===== src/rtl/lfsr_rand_bank.sv =====
// Bank of CH Fibonacci LFSRs with a bounded (mask-and-reject) draw port.
// Define LFSR_RAND_STATS_EN to build the saturating rejection counter on rej_cnt.
module lfsr_rand_bank #(
  parameter int             CH      = 6,
  parameter int             W       = 20,
  parameter int             OUT_W   = 8,
  parameter int             STEP    = 2,
  parameter logic [W-1:0]   TAPS    = 20'h90000,
  parameter int             MAX_TRY = 15,
  localparam int            CW      = (CH > 1) ? $clog2(CH) : 1
) (
  input  logic                  clk,
  input  logic                  rst,
  input  logic                  en,
  input  logic                  seed_we,
  input  logic [CW-1:0]         seed_ch,
  input  logic [W-1:0]          seed_data,
  output logic [CH*OUT_W-1:0]   rand_flat,
  input  logic                  req,
  input  logic [CW-1:0]         req_ch,
  input  logic [OUT_W-1:0]      req_max,
  output logic                  busy,
  output logic                  rsp_valid,
  output logic [OUT_W-1:0]      rsp_data,
  output logic [15:0]           rej_cnt
);

  typedef enum logic [1:0] {IDLE, DRAW, RESP} state_t;

  state_t            state;
  logic [W-1:0]      sreg [CH];
  logic [CW-1:0]     cur_ch;
  logic [OUT_W-1:0]  cur_max;
  logic [OUT_W-1:0]  cur_mask;
  logic [7:0]        try_cnt;
  logic [OUT_W-1:0]  draw_v;

  function automatic logic [W-1:0] lfsr_adv(input logic [W-1:0] s);
    logic [W-1:0] r;
    r = s;
    for (int k = 0; k < STEP; k++) r = {r[W-2:0], ^(r & TAPS)};
    return r;
  endfunction

  // Smallest all-ones mask covering m: smear every set bit downward.
  function automatic logic [OUT_W-1:0] mask_of(input logic [OUT_W-1:0] m);
    logic [OUT_W-1:0] r;
    r = m;
    for (int k = 1; k < OUT_W; k++) r = r | (m >> k);
    return r;
  endfunction

  always_ff @(posedge clk) begin
    for (int i = 0; i < CH; i++) begin
      if (rst)
        sreg[i] <= {W{1'b1}} ^ W'(i << 1);
      else if (seed_we && seed_ch == CW'(i))
        sreg[i] <= (seed_data == '0) ? {W{1'b1}} : seed_data;
      else if (en)
        sreg[i] <= lfsr_adv(sreg[i]);
    end
  end

  for (genvar g = 0; g < CH; g++) begin : g_flat
    assign rand_flat[g*OUT_W +: OUT_W] = sreg[g][OUT_W-1:0];
  end

  assign draw_v = sreg[cur_ch][OUT_W-1:0] & cur_mask;

  always_ff @(posedge clk) begin
    if (rst) begin
      state     <= IDLE;
      busy      <= 1'b0;
      rsp_valid <= 1'b0;
      rsp_data  <= '0;
      cur_ch    <= '0;
      cur_max   <= '0;
      cur_mask  <= '0;
      try_cnt   <= '0;
    end else begin
      rsp_valid <= 1'b0;
      case (state)
        IDLE: begin
          if (req && !busy) begin
            cur_ch   <= (int'(req_ch) < CH) ? req_ch : '0;
            cur_max  <= req_max;
            cur_mask <= mask_of(req_max);
            try_cnt  <= '0;
            state    <= DRAW;
            busy     <= 1'b1;
          end
        end
        DRAW: begin
          if (draw_v <= cur_max) begin
            rsp_data  <= draw_v;
            rsp_valid <= 1'b1;
            state     <= RESP;
          end else if (try_cnt == 8'(MAX_TRY - 1)) begin
            rsp_data  <= cur_max;
            rsp_valid <= 1'b1;
            state     <= RESP;
          end else begin
            try_cnt <= try_cnt + 8'd1;
          end
        end
        RESP: begin
          state <= IDLE;
          busy  <= 1'b0;
        end
        default: begin
          state <= IDLE;
          busy  <= 1'b0;
        end
      endcase
    end
  end

`ifdef LFSR_RAND_STATS_EN
  logic        rejecting;
  logic [15:0] rej_q;

  assign rejecting = (state == DRAW) && (draw_v > cur_max);

  always_ff @(posedge clk) begin
    if (rst)
      rej_q <= '0;
    else if (rejecting && rej_q != 16'hFFFF)
      rej_q <= rej_q + 16'd1;
  end

  assign rej_cnt = rej_q;
`else
  assign rej_cnt = '0;
`endif

endmodule

===== config.mk =====
export PLATFORM = sky130hd
export DESIGN_NAME = lfsr_rand_bank
export DESIGN_NICKNAME = d
export VERILOG_FILES = /design/src/rtl/lfsr_rand_bank.sv
export SDC_FILE = /design/constraint.sdc
export NUM_CORES = 1
export LEC_CHECK = 0
export BUFFER_PORTS_ARGS = -buffer_cell sky130_fd_sc_hd__buf_2
export CORE_ASPECT_RATIO = 1.2
export CORE_MARGIN = 2
export CORE_UTILIZATION = 43
export CTS_CLUSTER_SIZE = 40
export DETAILED_ROUTE_END_ITERATION = 6
export GPL_ROUTABILITY_DRIVEN = 1
export HOLD_SLACK_MARGIN = 0.03
export PLACE_DENSITY = 0.62
export SYNTH_ARGS = -nofsm -noshare
export SYNTH_HDL_FRONTEND = slang
export SYNTH_SLANG_ARGS = --single-unit

===== constraint.sdc =====
create_clock -name clk -period 4.1 [get_ports clk]
set_input_delay 1.025 -clock clk [delete_from_list [all_inputs] [get_ports clk]]
set_output_delay 1.025 -clock clk [all_outputs]
set_load 0.01 [all_outputs]

-- Word level (Yosys, flattened, before mapping)
Memories as Yosys holds them, arrays and structs flattened. A register that Yosys moved wholly into a read port is not among the register bits.
Cells that the tools add are included.
- memories: 1
- memory bits (writable): 120
- input bits: 39
- word-level logic and storage cells: 144
- register bits after elaboration: 39
- memory list (memory ; words ; width ; rd ports ; clocked after memory_dff ; write ports ; RTL line ; text):
    sreg ; 6 ; 20 ; 7 ; 1 ; 6 ; 31 ; logic [W-1:0] sreg [CH];
- muxes and demuxes: 69
- bitwise operators: 21
- $lt $le $gt $ge: 2
- reductions and logical operators: 31
- add/subtract/negate cells: 1
- equal/unequal tests: 11
- operators with widths (cell ; count):
    20-bit two-way mux ; 13
    20-bit parity ; 12
    1-bit two-way mux ; 42
    8-bit two-way mux ; 5
    20-bit logical NOT ; 1
    8-bit case mux with 2 select lines ; 1
    1-bit OR ; 12
    3-bit two-way mux ; 3
    8-bit by 1-bit adder with 8-bit output, second input constant ; 1
    8-bit AND ; 1
    8-bit by 4-bit equality test with 1-bit output, second input constant ; 1
    8-bit less-or-equal comparator ; 1
    8-bit by 1-bit OR with 8-bit output ; 1
    8-bit by 2-bit OR with 8-bit output ; 1
    8-bit by 3-bit OR with 8-bit output ; 1
    8-bit by 4-bit OR with 8-bit output ; 1
    8-bit by 5-bit OR with 8-bit output ; 1
    8-bit by 6-bit OR with 8-bit output ; 1
    8-bit by 7-bit OR with 8-bit output ; 1
    2-bit AND reduction ; 4
    1-bit logical AND ; 7
    3-bit by 2-bit equality test with 1-bit output, second input constant ; 2
    3-bit equality test, second input constant ; 2
    2-bit two-way mux ; 3
    14 further kinds ; 17

-- Depth between registers and ports, before layout
Gate-level depths: netlist (run 1).
- depth after elaboration: 7
- gate-level depth with buffers: 15
- mapped depth without buffers: 11

-- Worst setup path before layout (run 1)
Ideal clock, no wire load.
- path kind: register to register
- start point: register with a tool-made name
- end point: register try_cnt[7]
- library setup time: 101 ps
- path buffers: 3
- data required time: 3999 ps
- setup slack: 853 ps
- cell stages (with the launch flop): 14
- arrival: 3146 ps
- path through: dfxtp_1 -> buf_2 -> buf_2 -> mux4_1 -> mux2i_1 -> nor2b_1 -> ha_1 -> and4_1 -> o21ai_0 -> a31oi_1 -> o221ai_4 -> buf_6 -> or2_2 -> o41ai_1
- RTL lines (element ; RTL line ; text):
    to (signal assigned) ; 103 ; try_cnt <= try_cnt + 8'd1;
    to (decl) ; 35 ; logic [7:0] try_cnt;

==> flow_summary.toml, run 1 <==
[sta]
relSlewSlack_pct = 33.19
final_critical_path_setup_slack_ps = 570.6
fmax_ghz = 0.2833
setup_repair_after_global_routing_missed_its_margin = "no"
timing.final.max_slew_violations = 0
final_min_period_over_clock_period_pct = 86.08
setup_violation_total_in_the_final_timing_report = 0
finalHoldViolations = 0
timing.final.crit_period_ps = 3529
fin_tns_setup_ps = 0
worst-slew-pin-transition_ps = 998.5
clock_skew_ps = 8.463

[synth]
commonest_cells_post_synth = "sky130_fd_sc_hd__edfxtp_1, sky130_fd_sc_hd__o22a_1, sky130_fd_sc_hd__buf_4, sky130_fd_sc_hd__nand2_1, sky130_fd_sc_hd__nor2_1"
ys_seq_elements = 161
yosysMostFrequentCell = "sky130_fd_sc_hd__edfxtp_1"
yosysWarningCount = 0
synth-main-ff-cell = "sky130_fd_sc_hd__edfxtp_1"
synth_cell_types = 59
proportion_of_synthesized_flip_flops_having_asynchronous_set_or_reset_pct = 0
synth_area_per_cell_um2 = 11.69
synth_top_area_cell = "sky130_fd_sc_hd__edfxtp_1"
synthTopCellsByArea = "sky130_fd_sc_hd__edfxtp_1, sky130_fd_sc_hd__o22a_1, sky130_fd_sc_hd__dfxtp_1"
seq_area_frac_synth_pct = 54.39
synth.cell_area_um2 = 8134
synth_edf_count = 120
netlist_instances = 696
synth_top_area_share_pct = 44.30

[route]
routed_wl_um = 21190
routed_via_density = 5.798
routed-via-count = 5757
detail_route.wl_per_cell_um = 21.33
firstDrtPassIters = 5
drt.antenna.violating_nets = 0
route.detailed.drc = 0
drt_first_iter_violations = 637

[power]
power.static_leakage_nw = 2.730
peakVddDrop_mv = 0.2994
post-layout-total-power_w = 0.004165
power-per-cell-area_nw_per_um2 = 465.9

[layout]
flow.area_growth_from_synthesis_pct = 9.906
drive_gt1_share_pct = 20.76
layout.filler_cells = 1730
final_cells = 993
ff_latch_area_um2 = 4424
layout.nets = 772
layout.core_utilization_pct = 47.76
antennaDiodeCount = 0
multi_input_area_um2 = 3018

[global_route]
grt.total_usage_pct = 21.60
initial_antenna_violation_count = 1
met1_usage_pct = 27.25
number_of_global_route_vias_before_repair = 5546
maximum_number_of_pins_on_one_net_before_global_route_repair = 51
grt_first_pass_wirelength_um = 32610
grt_most_used_layer = "met2"
gr-usage-met3_pct = 4.670
met2_usage_pct = 36.82
grt_remaining_overflow = 0

[floorplanning]
die_y_um = 154.7
chipWidth_um = 129.6
io-pin-count = 113
core_area_um2 = 18720
start_util_pct = 43.46
die_footprint_um2 = 20040
fp-row-count = 55

[clock_tree]
hold_buffers = 0
cts_post_setup_buffers_inserted = 0
clock_latency_ps = 430
cts-root-buf = "sky130_fd_sc_hd__clkbuf_16"
post_cts_resize_count = 0
maximum_level_of_the_cts_h_tree = 4
clk_pin_slew_worst_paths_ps = 60
cts.path.max_buffers = 2
tritoncts_sinks = 161
cts_made_buffers = 17
clock_tree_from_tritoncts = "done"

[critical_path]
critPathRequiredTime_ps = 4410
critical_path.most_common_cell = "sky130_fd_sc_hd__nor2b_1"
critical-path-slowest-cell = "sky130_fd_sc_hd__o221ai_4"
timing.setup.critical_path_class = "register to register"
cp-end-kind = "register"
crit_chain = "mux4_1, mux2i_1, nor2b_1, ha_1, nor2b_1, o21ai_0, a31oi_1, o221ai_4, o21ai_4, a2111oi_2"
worstPathArrival_ps = 3840
max_stage_delay_ps = 640
timing.critical_path.from_type = "register"
critPathMaxFanout = 31

[placement]
hpwlAfterDp_um = 15090
gp_congestion = 0.8298
numPlacedInstances = 961
buffers_added_on_ports = 96
pre_cts_ws_ps = 544.7

[run]
max_cap_violations = 0

[status]
outcome = "finished, final reports clean"

[hold_path]
worst_hold_path_type = "register to register"
## kinds of logic after synthesis
group                      share of synthesized area [%]
AOI/OAI and AO/OA                                  16.86
xor gates and xnor gates                           1.292
adders and majority gates                          1.384
buffers and inverters                              9.275
DFF                                                54.39
muxes                                              4.722
other                                            0.04610
and+or+nand+nor                                    12.03
## critical path: cells and delay by family (launching register included)
family          cells  cell delay [ps]
mux                 2              810
flops               1              550
simple gates        2              220
compound gates      5             1540
fa+ha+maj           1              290
## cells in the final DEF (no fill, tap or decap), types with 3 or more instances in the layout
cell / instances
sky130_fd_sc_hd__a2111oi_2: 7
sky130_fd_sc_hd__a21oi_1: 18
sky130_fd_sc_hd__and2_1: 3
sky130_fd_sc_hd__buf_2: 96
sky130_fd_sc_hd__buf_4: 4
sky130_fd_sc_hd__bufinv_16: 3
sky130_fd_sc_hd__clkbuf_16: 17
sky130_fd_sc_hd__clkinv_1: 4
sky130_fd_sc_hd__clkinv_4: 4
sky130_fd_sc_hd__conb_1: 16
sky130_fd_sc_hd__dfxtp_1: 41
sky130_fd_sc_hd__edfxtp_1: 120
sky130_fd_sc_hd__ha_1: 9
sky130_fd_sc_hd__inv_1: 20
sky130_fd_sc_hd__mux2_2: 6
sky130_fd_sc_hd__mux2i_1: 8
sky130_fd_sc_hd__mux4_1: 7
sky130_fd_sc_hd__nand2_1: 45
sky130_fd_sc_hd__nand2b_1: 8
sky130_fd_sc_hd__nand3_1: 10
sky130_fd_sc_hd__nand3b_1: 3
sky130_fd_sc_hd__nor2_1: 42
sky130_fd_sc_hd__nor2b_1: 10
sky130_fd_sc_hd__nor3_1: 34
sky130_fd_sc_hd__nor3b_1: 6
sky130_fd_sc_hd__nor4_1: 8
sky130_fd_sc_hd__o211ai_1: 6
sky130_fd_sc_hd__o21ai_0: 20
sky130_fd_sc_hd__o21ai_1: 5
sky130_fd_sc_hd__o22a_1: 94
sky130_fd_sc_hd__o32ai_1: 3
sky130_fd_sc_hd__o41ai_1: 4
sky130_fd_sc_hd__or3_1: 8
sky130_fd_sc_hd__xnor2_1: 3
sky130_fd_sc_hd__xor2_1: 9
## metal layers
layer / vias to the layer above / wire, um
met4: 0 / 399
li1: 2625 / -
met3: 27 / 1320
met1: 2888 / 8628
met5: - / 0
met2: 217 / 10840
## worst paths after layout
kind,startpoint,end,slack (ps),depth (start not counted)
worst max register to register,register,rsp_data[2]$_SDFFE_PP0P_,570,10
worst max-delay path,register,rsp_data[2]$_SDFFE_PP0P_,570,10
worst min-delay path,cur_ch[1]$_SDFFE_PP0P_,cur_ch[1]$_SDFFE_PP0P_,460,2
worst min register to register,cur_ch[1]$_SDFFE_PP0P_,cur_ch[1]$_SDFFE_PP0P_,460,2
## power breakdown
| part | leakage (nW) | switching (W) | total [W] | internal (W) |
|---|---|---|---|---|
| sequential | 1.30 | 0.0000763 | 0.00193 | 0.00185 |
| clock | 0.287 | 0.000658 | 0.00161 | 0.000952 |
| combinational | 1.14 | 0.000399 | 0.000629 | 0.000231 |
| total | 2.73 | 0.00113 | 0.00416 | 0.00303 |
## metrics by stage
stage | area (um2) | hold slack [ps]
after detailed placement | 8348 | 452.4
after floorplan | 8190 | 431.4
after CTS | 8940 | 461.8
after global placement | 8348 | 443.5
final | 8940 | 457.2
after global routing | 8940 | 479.2
## sequential cells by signal, summed over array words and instances (netlist names), named ones only
name	count
cur_max	8
rsp_valid	1
sreg	120
state	2
cur_ch	3
try_cnt	8
busy	1
cur_mask	7
rsp_data	8
## area by class of cell
| class | instances | area share (%) |
|---|---|---|
| flip-flops and latches | 161 | 49.49 |
| clock buffers | 17 | 4.759 |
| clock inverters | 15 | 1.861 |
| multi-input cells | 424 | 33.76 |
| inverters | 20 | 0.8397 |
| repair buffers | 100 | 5.710 |
| well taps | 256 | 3.583 |
Note: power is estimated with default switching activity, not from simulation.
==> run 2, diff against run 1 <==
--- a/config.mk
+++ b/config.mk
@@ -13,7 +13,8 @@
 export DETAILED_ROUTE_END_ITERATION = 6
 export GPL_ROUTABILITY_DRIVEN = 1
 export HOLD_SLACK_MARGIN = 0.03
-export PLACE_DENSITY = 0.62
+export PLACE_DENSITY = 0.64
+export REMOVE_ABC_BUFFERS = 1
 export SYNTH_ARGS = -nofsm -noshare
 export SYNTH_HDL_FRONTEND = slang
 export SYNTH_SLANG_ARGS = --single-unit
==> constraint.sdc (replaced) <==
create_clock -name clk -period 3.05 [get_ports clk]
set_input_delay 0.7625 -clock clk [delete_from_list [all_inputs] [get_ports clk]]
set_output_delay 0.7625 -clock clk [all_outputs]
set_load 0.01 [all_outputs]
==> run 2 against run 1 <==
Net effect:
- the flow now finishes with violations (negative setup slack)
- register-to-register slack got worse by 590 ps
- maximum frequency increased by 15%
- combinational power increased by 88%
- clock power increased by 22%
- critical path depth increased by 1
- cell count increased by 8.7%
- setup slack got worse by 590 ps
- sequential share of layout area decreased by 3.6 points
- clock-buffer cell count unchanged
- via count increased by 6.5%
- final area increased by 7.8%
- sequential cell count unchanged
- critical path type unchanged
- largest power group unchanged
==> flow_summary.toml, run 2 (synthesis results as in run 1) <==
[critical_path]
worstPathArrival_ps = 3370
timing.setup.critical_path_class = "register to register"
cp-end-kind = "register"
timing.critical_path.from_type = "register"
critical-path-slowest-cell = "sky130_fd_sc_hd__mux4_2"
critPathRequiredTime_ps = 3350
timing.critical_path.depth = 11
max_stage_delay_ps = 490
worst_case_reg_to_reg_path_depth = 11
crit_buf_inv = 2
worstReg2RegStart = "sreg[1][5]$_DFFE_PP_"
regToRegEndpoint = "rsp_data[4]$_SDFFE_PP0P_"
crit_chain = "mux4_2, mux2i_1, nor2b_1, ha_1, buf_4, a21oi_2, a31oi_2, o221ai_4, buf_6, nor3b_1, a2111oi_4"
critical_path_s_top_delay_family = "compound AO/OA/AOI/OAI gates"
timing.reg2reg.setup_slack_ps = -20
critPathMaxFanout = 8

[global_route]
grt.total_usage_pct = 22.83
grt_first_pass_wirelength_um = 34010
maximum_number_of_pins_on_one_net_before_global_route_repair = 41
initial_antenna_violation_count = 0
grt_remaining_overflow = 0
number_of_global_route_vias_before_repair = 5871

[power]
portion_of_total_power_attributed_to_sequential_cells_pct = 45.0
peakVddDrop_mv = 0.3794
pwr-share-comb_pct = 20.7
switching_share_pct = 28.99
p_switching_w = 0.001661
power.static_leakage_nw = 3.133
clock_group_share_of_total_power_pct = 34.3
internal_power_of_the_cells_w = 0.004069
power-per-cell-area_nw_per_um2 = 594.4

[clock_tree]
cts.path.max_buffers = 2
tritoncts_sinks = 161
clk_pin_slew_worst_paths_ps = 70
clock_latency_ps = 430
maximum_level_of_the_cts_h_tree = 4
clock_tree_from_tritoncts = "done"
cts-root-buf = "sky130_fd_sc_hd__clkbuf_16"
cts_made_buffers = 17

[floorplanning]
die_y_um = 154.7
fp-row-count = 55
die_footprint_um2 = 20040
start_util_pct = 43.46
chipWidth_um = 129.6
core_area_um2 = 18720
io-pin-count = 113

[route]
routed_wl_um = 22620
firstDrtPassIters = 4
route.detailed.drc = 0
drt.antenna.violating_nets = 0
routed-via-count = 6131
detail_route.wl_per_cell_um = 20.96
routed_via_density = 5.682
drt_first_iter_violations = 486

[hold_path]
worstHoldStart = "cur_ch[2]$_SDFFE_PP0P_"
hold_crit_depth = 2
worst_hold_path_type = "register to register"

[layout]
layout.filler_cells = 1697
layout.nets = 858
multi_input_area_um2 = 3082
ff_latch_area_um2 = 4428
layout.core_utilization_pct = 51.50
antennaDiodeCount = 0
registers.top_by_ff_count = "sreg"
layout.cells.most_common = "sky130_fd_sc_hd__edfxtp_1"
largest_register_ffs = 120
flow.area_growth_from_synthesis_pct = 18.50
drive_gt1_share_pct = 31.11
most-common-layout-cells = "sky130_fd_sc_hd__edfxtp_1, sky130_fd_sc_hd__buf_2, sky130_fd_sc_hd__o22a_1"

[sta]
timing.final.crit_period_ps = 3068
finalHoldViolations = 0
clock_skew_ps = 12.72
setup_repair_after_global_routing_missed_its_margin = "yes"
final_min_period_over_clock_period_pct = 100.6
fmax_ghz = 0.3259
timing.final.max_slew_violations = 0
setup_violation_total_in_the_final_timing_report = 1
fin_tns_setup_ps = -18.30
relSlewSlack_pct = 53.08
worst-slew-pin-transition_ps = 698.4
final_critical_path_setup_slack_ps = -18.30

[status]
violations_in_the_final_reports = "negative setup slack"
outcome = "finished, violations left"

[placement]
hpwlAfterDp_um = 15880
gp_congestion = 0.9690
pre_cts_ws_ps = -256.1
buffers_added_on_ports = 96

[run]
max_cap_violations = 0
[run 2: changes by cell type in the layout (fill, tap and decap cells not counted), moves of 3 or more]
cell,delta
sky130_fd_sc_hd__a21oi_1,-3
sky130_fd_sc_hd__a21oi_2,+3
sky130_fd_sc_hd__buf_4,+78
sky130_fd_sc_hd__buf_6,+5
sky130_fd_sc_hd__bufinv_16,-3
sky130_fd_sc_hd__clkinvlp_4,+3
sky130_fd_sc_hd__inv_6,+3
sky130_fd_sc_hd__mux4_1,-5
sky130_fd_sc_hd__mux4_2,+5
[run 2: power by group through the flow]
stage,logic [W],clock network (W),registers [W]
floorplan,0.000530,0,0.00262
global placement,0.000970,0,0.00262
detailed placement,0.000997,0,0.00262
CTS,0.00109,0.00200,0.00258
global route,0.00128,0.00209,0.00259
finish,0.00118,0.00197,0.00258
[run 2: what timing repair did]
item / in CTS / in global routing
setup endpoints to repair: 16 / 13
resized for setup: 15 / 13
cloned: 0 / 1
hold buffers: 0 / 0
pin swaps: 6 / 10
buffers inserted: 17 / 1
[run 2: metal layers]
layer	vias to the layer above	global-route usage [%]	part of all wire [%]
li1	2794	-	-
met1	2989	31.88	42
met2	317	34.74	46
met3	31	4.877	8.9
met4	0	9.114	3.1
met5	-	0	0
[run 2: worst max-delay path by stage]
stage          slack (ps)                       end                 start
3_5_place_dp         -260   try_cnt[5]$_SDFFE_PP0P_              register
6_report              -20  rsp_data[4]$_SDFFE_PP0P_  sreg[1][5]$_DFFE_PP_
3_3_place_gp          -90   try_cnt[5]$_SDFFE_PP0P_              register
2_1_floorplan        -500   try_cnt[7]$_SDFFE_PP0P_                   req
5_1_grt              -160  rsp_data[4]$_SDFFE_PP0P_              register
4_1_cts                 7  rsp_data[5]$_SDFFE_PP0P_              register
[run 2: cell type report]
class	count	area share, %
Multi-Input combinational cell	424	31.97
Sequential cell	161	45.94
Clock inverter	15	1.155
Timing Repair Buffer	186	12.42
Inverter	20	0.7788
Tap cell	256	3.323
Clock buffer	17	4.413
[run 2: per-stage QoR]
step | total power (W) | area [um2] | instances | hold WS [ps]
4_1_cts | 0.005672 | 9564 | 1078 | 460.6
3_3_place_gp | 0.003589 | 8884 | 1029 | 442.2
6_report | 0.005730 | 9639 | 1079 | 461.3
3_5_place_dp | 0.003620 | 8884 | 1029 | 449.4
5_1_grt | 0.005959 | 9639 | 1079 | 485.9
2_1_floorplan | 0.003155 | 7511 | 605 | 424.0
[run 2: tightest hold or removal path: stages (launching register included)]
cell                      delay, ps
sky130_fd_sc_hd__dfxtp_1        300
sky130_fd_sc_hd__nand2_1         50
sky130_fd_sc_hd__a21oi_1         60
==> run 3, diff against run 2 <==
--- a/config.mk
+++ b/config.mk
@@ -13,7 +13,7 @@
 export DETAILED_ROUTE_END_ITERATION = 6
 export GPL_ROUTABILITY_DRIVEN = 1
 export HOLD_SLACK_MARGIN = 0.03
-export PLACE_DENSITY = 0.64
+export PLACE_DENSITY_LB_ADDON = 0.08
 export REMOVE_ABC_BUFFERS = 1
 export SYNTH_ARGS = -nofsm -noshare
 export SYNTH_HDL_FRONTEND = slang
==> run 3 against run 2 <==
Net effect:
- the run now ends clean
- global-route usage grew 0.75 points
- die area is the same
- hold slack gained 1.2 ps
- utilization is essentially flat
- via count shrank 2.6%
- setup slack gained 45 ps
- largest cell class unchanged
==> flow_summary.toml, run 3 (synthesis results as in run 1) <==
[status]
outcome = "finished, final reports clean"

[clock_tree]
cts_made_buffers = 17
cts-root-buf = "sky130_fd_sc_hd__clkbuf_16"
tritoncts_sinks = 161
clk_pin_slew_worst_paths_ps = 60
cts.path.max_buffers = 2
maximum_level_of_the_cts_h_tree = 4
hold_buffers = 0
clock_tree_from_tritoncts = "done"
clock_latency_ps = 430

[global_route]
grt.total_usage_pct = 23.58
grt_remaining_overflow = 0
initial_antenna_violation_count = 0
number_of_global_route_vias_before_repair = 5902
grt_first_pass_wirelength_um = 35070
maximum_number_of_pins_on_one_net_before_global_route_repair = 32

[layout]
flow.area_growth_from_synthesis_pct = 18.55
layout.filler_cells = 1741
largest_register_ffs = 120
final_cells = 1065
layout.nets = 844
antennaDiodeCount = 0
multi_input_area_um2 = 3156
layout.cells.most_common = "sky130_fd_sc_hd__edfxtp_1"
drive_gt1_share_pct = 30.53
most-common-layout-cells = "sky130_fd_sc_hd__edfxtp_1, sky130_fd_sc_hd__buf_2, sky130_fd_sc_hd__o22a_1"
ff_latch_area_um2 = 4428
registers.top_by_ff_count = "sreg"
final_area_um2 = 9643

[placement]
gp_congestion = 0.8255
numPlacedInstances = 1024
hpwlAfterDp_um = 16740
dpl-instance-area_um2 = 8821
buffers_added_on_ports = 96

[power]
power.static_leakage_nw = 3.111
post-layout-total-power_w = 0.005942
peakVddDrop_mv = 0.3997
power-per-cell-area_nw_per_um2 = 616.2

[critical_path]
worst_case_reg_to_reg_path_depth = 12
worstPathArrival_ps = 3350
critPathMaxFanout = 8
timing.setup.critical_path_class = "register to register"
cp-end-kind = "register"
timing.critical_path.from_type = "register"
critPathRequiredTime_ps = 3370

[sta]
setup_violation_total_in_the_final_timing_report = 0
worst-slew-pin-transition_ps = 810.0
final_min_period_over_clock_period_pct = 99.14
fmax_ghz = 0.3307
setup_repair_after_global_routing_missed_its_margin = "yes"
timing.final.crit_period_ps = 3024
worst_hold_slack_ps = 462.5
relSlewSlack_pct = 46.00
fin_tns_setup_ps = 0
timing.final.max_slew_violations = 0
finalHoldViolations = 0
clock_skew_ps = 8.687

[run]
max_cap_violations = 0

[floorplanning]
chipWidth_um = 129.6
fp-row-count = 55
die_footprint_um2 = 20040
core_area_um2 = 18720
die_y_um = 154.7
io-pin-count = 113
start_util_pct = 43.46

[route]
routed_via_density = 5.608
routed-via-count = 5972
drt_first_iter_violations = 362
drt.antenna.violating_nets = 0
detail_route.wl_per_cell_um = 21.93
route.detailed.drc = 0
firstDrtPassIters = 4
routed_wl_um = 23350

[hold_path]
hold_crit_depth = 2
worst_hold_path_type = "register to register"
==> run 3: cell count changes in the layout (fill, tap and decap cells not counted), moves of 4 or more <==
| cell | change |
|---|---|
| sky130_fd_sc_hd__buf_4 | -13 |
| sky130_fd_sc_hd__a2111oi_2 | -4 |
| sky130_fd_sc_hd__clkinvlp_4 | -4 |
| sky130_fd_sc_hd__a2111oi_4 | +4 |
==> run 3: worst max-delay path: stages, from the launching register on <==
cell,delay (ps)
sky130_fd_sc_hd__edfxtp_1,450
sky130_fd_sc_hd__mux4_2,500
sky130_fd_sc_hd__mux2i_1,190
sky130_fd_sc_hd__nor2b_1,90
sky130_fd_sc_hd__ha_1,290
sky130_fd_sc_hd__nor2b_1,140
sky130_fd_sc_hd__o21ai_2,150
sky130_fd_sc_hd__a31oi_4,110
sky130_fd_sc_hd__o221ai_4,290
sky130_fd_sc_hd__buf_6,150
sky130_fd_sc_hd__o21ai_4,60
sky130_fd_sc_hd__buf_12,160
sky130_fd_sc_hd__a2111oi_2,340
==> run 3: worst paths after layout <==
path / start / endpoint / slack (ps)
setup / recovery: sreg[3][1]$_DFFE_PP_ / rsp_data[4]$_SDFFE_PP0P_ / 30
hold / removal: cur_mask[0]$_SDFFE_PP0P_ / cur_mask[0]$_SDFFE_PP0P_ / 460
setup reg to reg: sreg[3][1]$_DFFE_PP_ / rsp_data[4]$_SDFFE_PP0P_ / 30
hold reg to reg: cur_mask[0]$_SDFFE_PP0P_ / cur_mask[0]$_SDFFE_PP0P_ / 460
==> run 3: through the flow <==
stage,utilization [%],worst slack (ps)
after detailed placement,47.13,-242.0
after CTS,50.41,-3.768
after global placement,47.13,-98.08
after floorplan,-,-496.0
after global routing,51.52,-108.9
final,51.52,26.31
==> run 3: what timing repair did <==
item                       4_1_cts  5_1_grt
pin swaps                        5       11
resized for setup               11       25
setup endpoints to repair       16       17
buffers inserted                 3        5
hold endpoints to repair         0        0
cloned                           1        0
==> run 3: per-layer routing <==
metal,GRT usage [%],part of all wire [%]
met1,29.19,41
met2,41.30,53
met4,7.527,2.3
met5,0,0
met3,4.566,4.2
==> run 3: area by class of cell <==
cell class                 instances  share of cell area, %
sequential                       161                  45.92
multi-input combinational        424                  32.72
timing repair buffer             172                  11.20
clock buffer                      17                  4.412
tap                              256                  3.322
clock inverter                    15                  1.648
inverter                          20                 0.7785
==> run 3: power breakdown <==
part / total (W) / switching [W] / internal [W]
clock network: 0.00214 / 0.000927 / 0.00122
logic: 0.00122 / 0.000661 / 0.000563
registers: 0.00258 / 0.0000933 / 0.00248
total: 0.00594 / 0.00168 / 0.00426
